==> config.mk <==
export PLATFORM = sky130hd
export DESIGN_NAME = ifu_fetch_flat
export DESIGN_NICKNAME = d
export VERILOG_FILES = /design/src/rtl/ifu_fetch_pkg.sv /design/src/rtl/ifu_fetch_if.sv /design/src/rtl/ifu_fetch_fifo.sv /design/src/rtl/ifu_fetch.sv /design/src/flat_wrapper.sv
export SDC_FILE = /design/constraint.sdc
export NUM_CORES = 1
export LEC_CHECK = 0
export BUFFER_PORTS_ARGS = -buffer_cell sky130_fd_sc_hd__clkbuf_2
export CORE_MARGIN = 2
export CORE_UTILIZATION = 39
export DETAILED_ROUTE_END_ITERATION = 7
export PLACE_DENSITY = 0.63
export SLEW_MARGIN = 0
export SYNTH_ARGS = -nofsm -noshare
export SYNTH_HDL_FRONTEND = slang
export SYNTH_HIERARCHICAL = 1
export SYNTH_SLANG_ARGS = --single-unit
==> constraint.sdc <==
create_clock -name clk -period 6.5 [get_ports clk]
set_input_delay 0.65 -clock clk [delete_from_list [all_inputs] [get_ports clk]]
set_output_delay 0.65 -clock clk [all_outputs]
set_load 0.02 [all_outputs]
==> src/rtl/ifu_fetch_pkg.sv <==
// ifu_fetch shared constants, fetch-buffer entry type and helpers.
// Constant names mirror the yadan core defines (yadan_defs.v).
package ifu_fetch_pkg;

  localparam int InstAddrBus = 32;
  localparam int InstBus     = 32;

  localparam logic [InstBus-1:0] ZeroWord = '0;

  localparam logic RstEnable    = 1'b0;
  localparam logic BranchEnable = 1'b1;
  localparam logic NoStop       = 1'b0;

  typedef struct packed {
    logic [InstAddrBus-1:0] pc;
    logic [InstBus-1:0]     inst;
  } fetch_entry_t;

  localparam int EntryBits = $bits(fetch_entry_t);

  function automatic logic [InstAddrBus-1:0] word_align(
    input logic [InstAddrBus-1:0] a
  );
    return {a[InstAddrBus-1:2], 2'b00};
  endfunction

endpackage

==> src/rtl/ifu_fetch_if.sv <==
// Instruction-bus bundle between the fetch unit and instruction memory.
// master = fetch unit, slave = memory side.
import ifu_fetch_pkg::*;

interface ifu_fetch_if;

  logic                   ibus_req_o;
  logic [InstAddrBus-1:0] ibus_addr_o;
  logic                   ibus_gnt_i;
  logic                   ibus_rvalid_i;
  logic [InstBus-1:0]     ibus_rdata_i;

  modport master (
    output ibus_req_o,
    output ibus_addr_o,
    input  ibus_gnt_i,
    input  ibus_rvalid_i,
    input  ibus_rdata_i
  );

  modport slave (
    input  ibus_req_o,
    input  ibus_addr_o,
    output ibus_gnt_i,
    output ibus_rvalid_i,
    output ibus_rdata_i
  );

endinterface

==> src/rtl/ifu_fetch_fifo.sv <==
// ifu_fifo: fetch-buffer storage (push, pop, clear, full, empty).
// DEPTH must be a power of two so the pointers wrap on their own.
import ifu_fetch_pkg::*;

module ifu_fifo #(
  parameter int DEPTH = 2,
  parameter int WIDTH = EntryBits
) (
  input  logic             clk,
  input  logic             rst,
  input  logic             push,
  input  logic             pop,
  input  logic             clear,
  input  logic [WIDTH-1:0] din,
  output logic [WIDTH-1:0] head,
  output logic             full,
  output logic             empty
);

  localparam int AW = $clog2(DEPTH);

  logic [WIDTH-1:0] mem [DEPTH];
  logic [AW-1:0]    wr_ptr;
  logic [AW-1:0]    rd_ptr;
  logic [AW:0]      count;
  logic             do_push;
  logic             do_pop;

  assign do_push = push && !full;
  assign do_pop  = pop && !empty;

  assign full  = count == (AW+1)'(DEPTH);
  assign empty = count == '0;
  assign head  = mem[rd_ptr];

  always_ff @(posedge clk) begin
    if (do_push && !clear) begin
      mem[wr_ptr] <= din;
    end
  end

  always_ff @(posedge clk) begin
    if (rst == RstEnable || clear) begin
      wr_ptr <= '0;
      rd_ptr <= '0;
      count  <= '0;
    end else begin
      if (do_push) begin
        wr_ptr <= wr_ptr + 1'b1;
      end
      if (do_pop) begin
        rd_ptr <= rd_ptr + 1'b1;
      end
      unique case ({do_push, do_pop})
        2'b10:   count <= count + 1'b1;
        2'b01:   count <= count - 1'b1;
        default: count <= count;
      endcase
    end
  end

endmodule

==> src/rtl/ifu_fetch.sv <==
// ifu_fetch: single-outstanding instruction fetch with a small buffer.
// Optional macro IFU_MISALIGN_TRAP_EN traps misaligned redirect targets.
import ifu_fetch_pkg::*;

module ifu_fetch #(
  parameter logic [InstAddrBus-1:0] RESET_PC   = 32'h0000_0000,
  parameter int                     FIFO_DEPTH = 2
) (
  input  logic                   clk,
  input  logic                   rst,
  input  logic                   ex_branch_flag_i,
  input  logic [InstAddrBus-1:0] ex_branch_addr_i,
  input  logic [4:0]             stalled,
  ifu_fetch_if.master            ibus,
  output logic [InstAddrBus-1:0] pc_o,
  output logic [InstBus-1:0]     inst_o,
  output logic                   stallreq_o,
  output logic                   misalign_o
);

  logic [InstAddrBus-1:0] fetch_pc;
  logic [InstAddrBus-1:0] target;
  logic                   outstanding;
  logic                   discard;
  logic                   misalign;
  logic                   redirect;
  logic                   gnt_fire;
  logic                   rsp_fire;
  logic                   in_flight;
  logic                   push;
  logic                   pop;
  logic                   full;
  logic                   empty;
  fetch_entry_t           din;
  fetch_entry_t           head;
  logic                   unused_ok;

  assign unused_ok = ^{stalled[4:2], ex_branch_addr_i[1:0]};

  assign redirect = ex_branch_flag_i == BranchEnable;

  assign ibus.ibus_addr_o = fetch_pc;
  assign ibus.ibus_req_o  = (rst != RstEnable)
                         && !outstanding
                         && (stalled[0] == NoStop)
                         && !redirect
                         && !full
                         && !misalign;

  assign gnt_fire = ibus.ibus_req_o && ibus.ibus_gnt_i;
  assign rsp_fire = outstanding && ibus.ibus_rvalid_i;

  // Still owed a response after this edge: it must be swallowed on redirect.
  assign in_flight = (outstanding && !ibus.ibus_rvalid_i) || gnt_fire;

  assign push = rsp_fire && !discard && !redirect;
  assign pop  = !empty && (stalled[1] == NoStop) && !redirect;

  // fetch_pc already stepped past the outstanding request at grant time.
  assign din.pc   = fetch_pc - 32'd4;
  assign din.inst = ibus.ibus_rdata_i;

`ifdef IFU_MISALIGN_TRAP_EN
  assign target = ex_branch_addr_i;

  always_ff @(posedge clk) begin
    if (rst == RstEnable) begin
      misalign <= 1'b0;
    end else if (redirect) begin
      misalign <= |ex_branch_addr_i[1:0];
    end
  end
`else
  assign target   = word_align(ex_branch_addr_i);
  assign misalign = 1'b0;
`endif

  assign misalign_o = misalign;

  always_ff @(posedge clk) begin
    if (rst == RstEnable) begin
      fetch_pc    <= RESET_PC;
      outstanding <= 1'b0;
      discard     <= 1'b0;
    end else if (redirect) begin
      fetch_pc    <= target;
      outstanding <= in_flight;
      discard     <= in_flight;
    end else if (gnt_fire) begin
      fetch_pc    <= fetch_pc + 32'd4;
      outstanding <= 1'b1;
    end else if (rsp_fire) begin
      outstanding <= 1'b0;
      discard     <= 1'b0;
    end
  end

  ifu_fifo #(
    .DEPTH (FIFO_DEPTH),
    .WIDTH (EntryBits)
  ) u_fifo (
    .clk   (clk),
    .rst   (rst),
    .push  (push),
    .pop   (pop),
    .clear (redirect),
    .din   (din),
    .head  (head),
    .full  (full),
    .empty (empty)
  );

  assign pc_o       = empty ? fetch_pc : head.pc;
  assign inst_o     = empty ? ZeroWord : head.inst;
  assign stallreq_o = empty || (rst == RstEnable);

endmodule

==> src/flat_wrapper.sv <==
// flat-port wrapper written by rule: the top's interface ports become plain ports
module ifu_fetch_flat 
#(
  parameter logic [InstAddrBus-1:0] RESET_PC   = 32'h0000_0000,
  parameter int                     FIFO_DEPTH = 2
)
  (clk, rst, ex_branch_flag_i, ex_branch_addr_i, stalled, pc_o, inst_o, stallreq_o, misalign_o, ibus_ibus_req_o, ibus_ibus_addr_o, ibus_ibus_gnt_i, ibus_ibus_rvalid_i, ibus_ibus_rdata_i);
  ifu_fetch_if ibus_i ();
  input  logic clk;
  input  logic rst;
  input  logic ex_branch_flag_i;
  input  logic [InstAddrBus-1:0] ex_branch_addr_i;
  input  logic [4:0] stalled;
  output logic [InstAddrBus-1:0] pc_o;
  output logic [InstBus-1:0] inst_o;
  output logic stallreq_o;
  output logic misalign_o;
  output wire logic [$bits(ibus_i.ibus_req_o)-1:0] ibus_ibus_req_o;
  output wire logic [$bits(ibus_i.ibus_addr_o)-1:0] ibus_ibus_addr_o;
  input wire logic [$bits(ibus_i.ibus_gnt_i)-1:0] ibus_ibus_gnt_i;
  input wire logic [$bits(ibus_i.ibus_rvalid_i)-1:0] ibus_ibus_rvalid_i;
  input wire logic [$bits(ibus_i.ibus_rdata_i)-1:0] ibus_ibus_rdata_i;
  assign ibus_ibus_req_o = ibus_i.ibus_req_o;
  assign ibus_ibus_addr_o = ibus_i.ibus_addr_o;
  assign ibus_i.ibus_gnt_i = ibus_ibus_gnt_i;
  assign ibus_i.ibus_rvalid_i = ibus_ibus_rvalid_i;
  assign ibus_i.ibus_rdata_i = ibus_ibus_rdata_i;
  ifu_fetch #(.RESET_PC(RESET_PC), .FIFO_DEPTH(FIFO_DEPTH)) u_core (.clk(clk), .rst(rst), .ex_branch_flag_i(ex_branch_flag_i), .ex_branch_addr_i(ex_branch_addr_i), .stalled(stalled), .ibus(ibus_i), .pc_o(pc_o), .inst_o(inst_o), .stallreq_o(stallreq_o), .misalign_o(misalign_o));
endmodule
* After elaboration in Yosys (flattened, before gate mapping)
Memories as Yosys holds them, arrays and structs flattened. A register that Yosys moved wholly into a read port is not among the register bits. Cells that the tools add are included.
Word-level totals: flip-flop bits (word level) 38, bits in latches 0, RAM bits 128, ROM bits 0, input bits 74, output and inout bits 99, word-level logic and storage cells 65, memories 1
Cells by class: add/subtract/negate cells 6, multiply operators 0, divide/modulo/power cells 0, magnitude comparators 0, equality and inequality tests 4, shifts and indexed selects 0, mux-type cells 14, bitwise gates (word level) 3, reductions and logical operators 30
Memories:
- u_core.u_fifo.mem | depth 2, width 64, read ports 1, clocked after memory_dff 1, wr ports 1, RTL line ifu_fetch_fifo.sv:22 | logic [WIDTH-1:0] mem [DEPTH];
Operator list (count):
- two-way mux 32 bit | 4
- adder 32 x 3 -> 32 bit (second input constant) | 1
- subtractor 32 x 3 -> 32 bit (second input constant) | 1
- logical AND 1 bit | 14
- two-way mux 1 bit | 9
- zero test 1 bit | 6
- nonzero test 2 bit | 3
- equality test 2 bit (second input constant) | 2
- one-hot mux 2 bit (2 select lines) | 1
- logical OR 1 bit | 3
- NOT 1 bit | 3
- nonzero test 3 bit | 1
- adder 1 bit (second input constant) | 2
- adder 2 x 1 -> 2 bit (second input constant) | 1
- equality test 2 x 1 -> 1 bit (second input constant) | 1
- zero test 2 bit | 1
- != test 2 bit (second input constant) | 1
- AND reduction 2 bit | 1
- OR reduction 2 bit | 1
- subtractor 2 x 1 -> 2 bit (second input constant) | 1

* Depth between registers and ports, before layout
depth after elaboration 8, gate-level depth with buffers 9, gate-level depth less buffers 7

* Modules after synthesis
Netlist, hierarchy kept.
Modules (own cells, without submodules):
- ifu_fifo | instances 1, cells an instance 225, area each 4828.4 sq um, sequential area each 3943.8 sq um
- ifu_fetch | instances 1, cells an instance 416, area each 3111.7 sq um, sequential area each 640.6 sq um

* Worst setup path after synthesis
OpenSTA, ideal clock, no wires.
path type input port to flip-flop, from input ex_branch_flag_i, to memory u_core/u_fifo/mem[1][0] (netlist bit), enable pin, library setup time 0.579 ns, data arrival time 6.081 ns, data required time 5.921 ns, path slack -0.160 ns, stages 5, buffers on the path 2, cells stage by stage clkbuf_1 > buf_1 > nor3_1 > nand2b_1 > nor3b_1
On the way: longest elaborated chain between the ends 6
RTL lines:
- start, declared | RTL line flat_wrapper.sv:11 | input logic ex_branch_flag_i;
- zero test 1 bit | RTL line ifu_fetch.sv:56 | assign push = rsp_fire && !discard && !redirect;
- logical AND 1 bit | RTL line ifu_fetch.sv:56
- net u_core.push | RTL line ifu_fetch.sv:30 | logic push;
- logical AND 1 bit | RTL line ifu_fetch_fifo.sv:29 | assign do_push = push && !full;
- logical AND 1 bit | RTL line ifu_fetch_fifo.sv:37 | if (do_push && !clear) begin
- two-way mux 1 bit | RTL line ifu_fetch_fifo.sv:37
- two-way mux 1 bit (not written as such) | RTL line ifu_fetch_fifo.sv:38 | mem[wr_ptr] <= din;
- end, declared | RTL line ifu_fetch_fifo.sv:22
The timed path passes the listed nets, and every way through them passes these cells.

* Worst setup path in the final report
from register u_core.u_fifo.count[0], to output pc_o[10]
On the way: longest elaborated chain between the ends 2
RTL lines:
- start, declared | RTL line ifu_fetch_fifo.sv:25 | logic [AW:0] count;
- start signal, assigned | RTL line ifu_fetch_fifo.sv:55 | 2'b10: count <= count + 1'b1;
- start signal, assigned | RTL line ifu_fetch_fifo.sv:56 | 2'b01: count <= count - 1'b1;
- start signal, assigned | RTL line ifu_fetch_fifo.sv:57 | default: count <= count;
- zero test 2 bit | RTL line ifu_fetch_fifo.sv:33 | assign empty = count == '0;
- net u_core.empty | RTL line ifu_fetch.sv:33 | logic empty;
- two-way mux 32 bit | RTL line ifu_fetch.sv:113 | assign pc_o = empty ? fetch_pc : head.pc;
- end, declared | RTL line flat_wrapper.sv:14 | output logic [InstAddrBus-1:0] pc_o;
The timed path passes the listed nets, and every way through them passes these cells.

==> results by group <==
Clock tree
  • Htree depth: 4
  • # clock sinks: 165
  • Skew-Pair Late Insertion Delay: 0.41 ns
  • Postcts setup bufs: 0
  • Max Root-Sink Buffers: 2
  • CTS clk-pin slew, worst paths: 0.06 ns
  • CTS Buf Count: 17
  • CTS tree: yes
  • Clk root buf: clkbuf_16
  • Post-cts hold buffer count: 0
  • # resized after CTS: 0

Die
  • Die area: 21,500 sq um
  • Die Y: 147 microns
  • Core Area: 20,100 sq um
  • Die Wd: 147 microns
  • Starting Density: 39.5%
  • Cell Rows: 52
  • Num ports: 173

Route
  • Drt pass-1 iters: 5
  • DR WL met3: 1.08 mm
  • Top sig layer: met4
  • Post-route ant nets: 0
  • DRT Wirelength: 18.6 mm
  • Via count: 5,477
  • Wire per inst: 17.3 microns
  • DRT met1 WL: 8.75 mm
  • DRC Markers: 0
  • DR vias/cell: 5.12
  • Met2 Routed Length: 8.56 mm
  • Number of DRC markers in iteration 0: 271

Timing
  • Worst Skew: 0.00907 ns
  • Hold slack final: 0.426 ns
  • Setup Viol. Count Final: 0
  • Unrepaired setup endpoints after global routing: false
  • Setup TNS Final: 0 ns
  • Period utilization: 50.6%
  • Fmax: 304 MHz
  • Setup ws final: 3.21 ns
  • Slew Limit Fails: 0
  • Worst Max-Slew Pin Slew: 1.10 ns
  • Max-slew headroom: 26.9%
  • Final min period: 3.29 ns
  • Final hold violations: 0

Power
  • Pleak: 0.00353 uW
  • Peak VDD IR: 0.165 mV
  • Pwr Density: 241 nW/um^2

Global routing
  • Global-route wire length before repair: 28.9 mm
  • Initial antenna violation count: 0
  • Total grt overflow: 0
  • Vias in the first global route: 5,253
  • All-Layer GR Usage: 17.3%
  • Largest net degree at the start of global routing: 50

Worst setup path
  • Crit end category: output pin
  • Crit path DAT: 2.64 ns
  • FF-to-FF End: u_core/u_fifo/count[1]$_SDFFE_PP0P_
  • Crit Path Class: reg -> out
  • Crit path launch type: flop
  • Worst r2r path cells: 7
  • Req. time, crit path: 5.85 ns
  • Setup slack, reg-to-reg: 3.63 ns
  • Worst-path fanout max: 35
  • Reg-to-reg critical path startpoint: u_core/u_fifo/count[0]$_SDFFE_PP0P_

Final layout
  • Fraction of layout cells with a size suffix above 1: 38.8%
  • Multi-input gate area in the final layout: 3130 sq um
  • Final nets: 864
  • Register area: 4590 sq um
  • Layout area overhead: 20.0%
  • Filler cell count: 1,851
  • Fin area: 9530 sq um
  • N_diodes: 0

Synth
  • Register area share after synthesis: 57.7%
  • Synth warnings: 6
  • Area contributors post-synth: edfxtp_1, mux2_2, dfxtp_1
  • Synth top cells by count: edfxtp_1, mux2_2, nand2_1
  • Post-synth top area share: 48.4%
  • #FFs+latches synth: 165
  • Syn Area/Cell: 12.4 sq um
  • Synthesized instance count: 641
  • Most frequent cell after synthesis: edfxtp_1
  • Asr flop ratio synth: 0%
  • Top FF cell, synth: edfxtp_1
  • Netlist cell types: 56
  • Leading area contributor after synthesis: edfxtp_1
  • Synth Cell Area: 7940 sq um
  • Number of synthesized flops with an enable pin: 128

Job
  • Maximum capacitance violations: 0

Hold path
  • Worst Hold Endpoint: u_core/u_fifo/mem[0][8]$_DFFE_PP_
  • Hold path cells: 1
  • Hold Crit Start: ibus_ibus_rdata_i[8]
  • Hold Path Class: in -> reg

Placed design
  • Gpl congestion: 0.781
  • I/O Buffers: 164
  • Dpl ws: 3.09 ns
  • Post-DP Area: 8980 sq um
  • Placed wire-length estimate: 12.4 mm

Status
  • Status: finished, final reports clean
-- registers in the layout (all words and copies together), names as in the netlist, named ones only --
signal,cells
u_core/u_fifo/count,2
u_core/u_fifo/rd_ptr,1
u_core/discard,1
u_core/u_fifo/wr_ptr,1
u_core/ibus.ibus_addr_o,30
u_core/outstanding,1
u_core/u_fifo/mem,128
-- kinds of logic (layout without fill, tap and decap cells) --
| family | count (synthesis) | in the layout | share of synthesized area [%] |
|---|---|---|---|
| muxes | 99 | 99 | 14.0 |
| other | 1 | 7 | 0.0472 |
| adders and majority gates | 3 | 3 | 0.473 |
| buffers and inverters | 62 | 215 | 3.47 |
| DFF | 165 | 165 | 57.7 |
| AOI/OAI and AO/OA | 70 | 70 | 5.44 |
| and+or+nand+nor | 196 | 196 | 13.9 |
| xor gates and xnor gates | 45 | 45 | 4.96 |
-- where the power goes --
group          internal (uW)  switching, uW  total, uW
sequential              1160           33.9       1190
clock                    519            397        917
combinational           77.1            115        192
total                   1750            546       2300
-- metrics by stage --
stage	power, uW	utilization [%]	instances
CTS	2320	47.4	1070
floorplan	1330	-	647
detailed placement	1410	44.7	1038
finish	2300	47.4	1070
global route	2390	47.4	1070
global placement	1400	44.7	1038
-- critical path, cell delays in order (launching register included) --
cell      delay, ns
dfxtp_1        0.39
nor2_4         0.69
buf_4          0.55
mux2_2         0.40
clkbuf_2       0.16
-- worst max-delay path by stage --
stage,from,endpoint,slack (ns),cells after the start
finish,u_core/u_fifo/count[0]$_SDFFE_PP0P_,pc_o[10],3.21,4
global route,u_core/u_fifo/count[0]$_SDFFE_PP0P_,pc_o[10],3.01,4
global placement,ex_branch_flag_i,u_core/u_fifo/mem[1][4]$_DFFE_PP_,3.13,5
detailed placement,ex_branch_flag_i,u_core/u_fifo/mem[1][8]$_DFFE_PP_,3.09,5
floorplan,ex_branch_flag_i,u_core/u_fifo/mem[0][0]$_DFFE_PP_,0.18,5
CTS,u_core/u_fifo/count[0]$_SDFFE_PP0P_,pc_o[10],3.11,4
-- cell usage in the layout, fill, tap and decap left out, drive strengths merged, types with 3 or more instances in the layout --
master,n
clkbuf,185
edfxtp,128
mux2,97
nand2,40
nor2b,37
dfxtp,37
nor2,25
xor2,23
xnor2,22
a21oi,22
nand3,17
o21ai,15
nor3,13
nor4,13
nand4,12
inv,12
or3,9
buf,8
clkinv,8
a31oi,7
o22ai,7
conb,7
and2,5
nand2b,4
a2bb2oi,4
or4,4
and3,3
ha,3
nor3b,3
or2,3
-- final cells by class --
cell class,count,share of cell area (%)
multi-input cells,420,32.8
well taps,270,3.54
inverters,11,0.433
repair buffers,172,9.37
flip-flops and latches,165,48.1
clock buffers,21,4.94
clock inverters,11,0.801
-- routing by layer --
metal	track usage, %	up-vias
li1	-	2639
met1	24.1	2652
met2	27.2	173
met3	4.09	13
met4	4.76	0
met5	0	-
(Power assumes the default switching activity.)
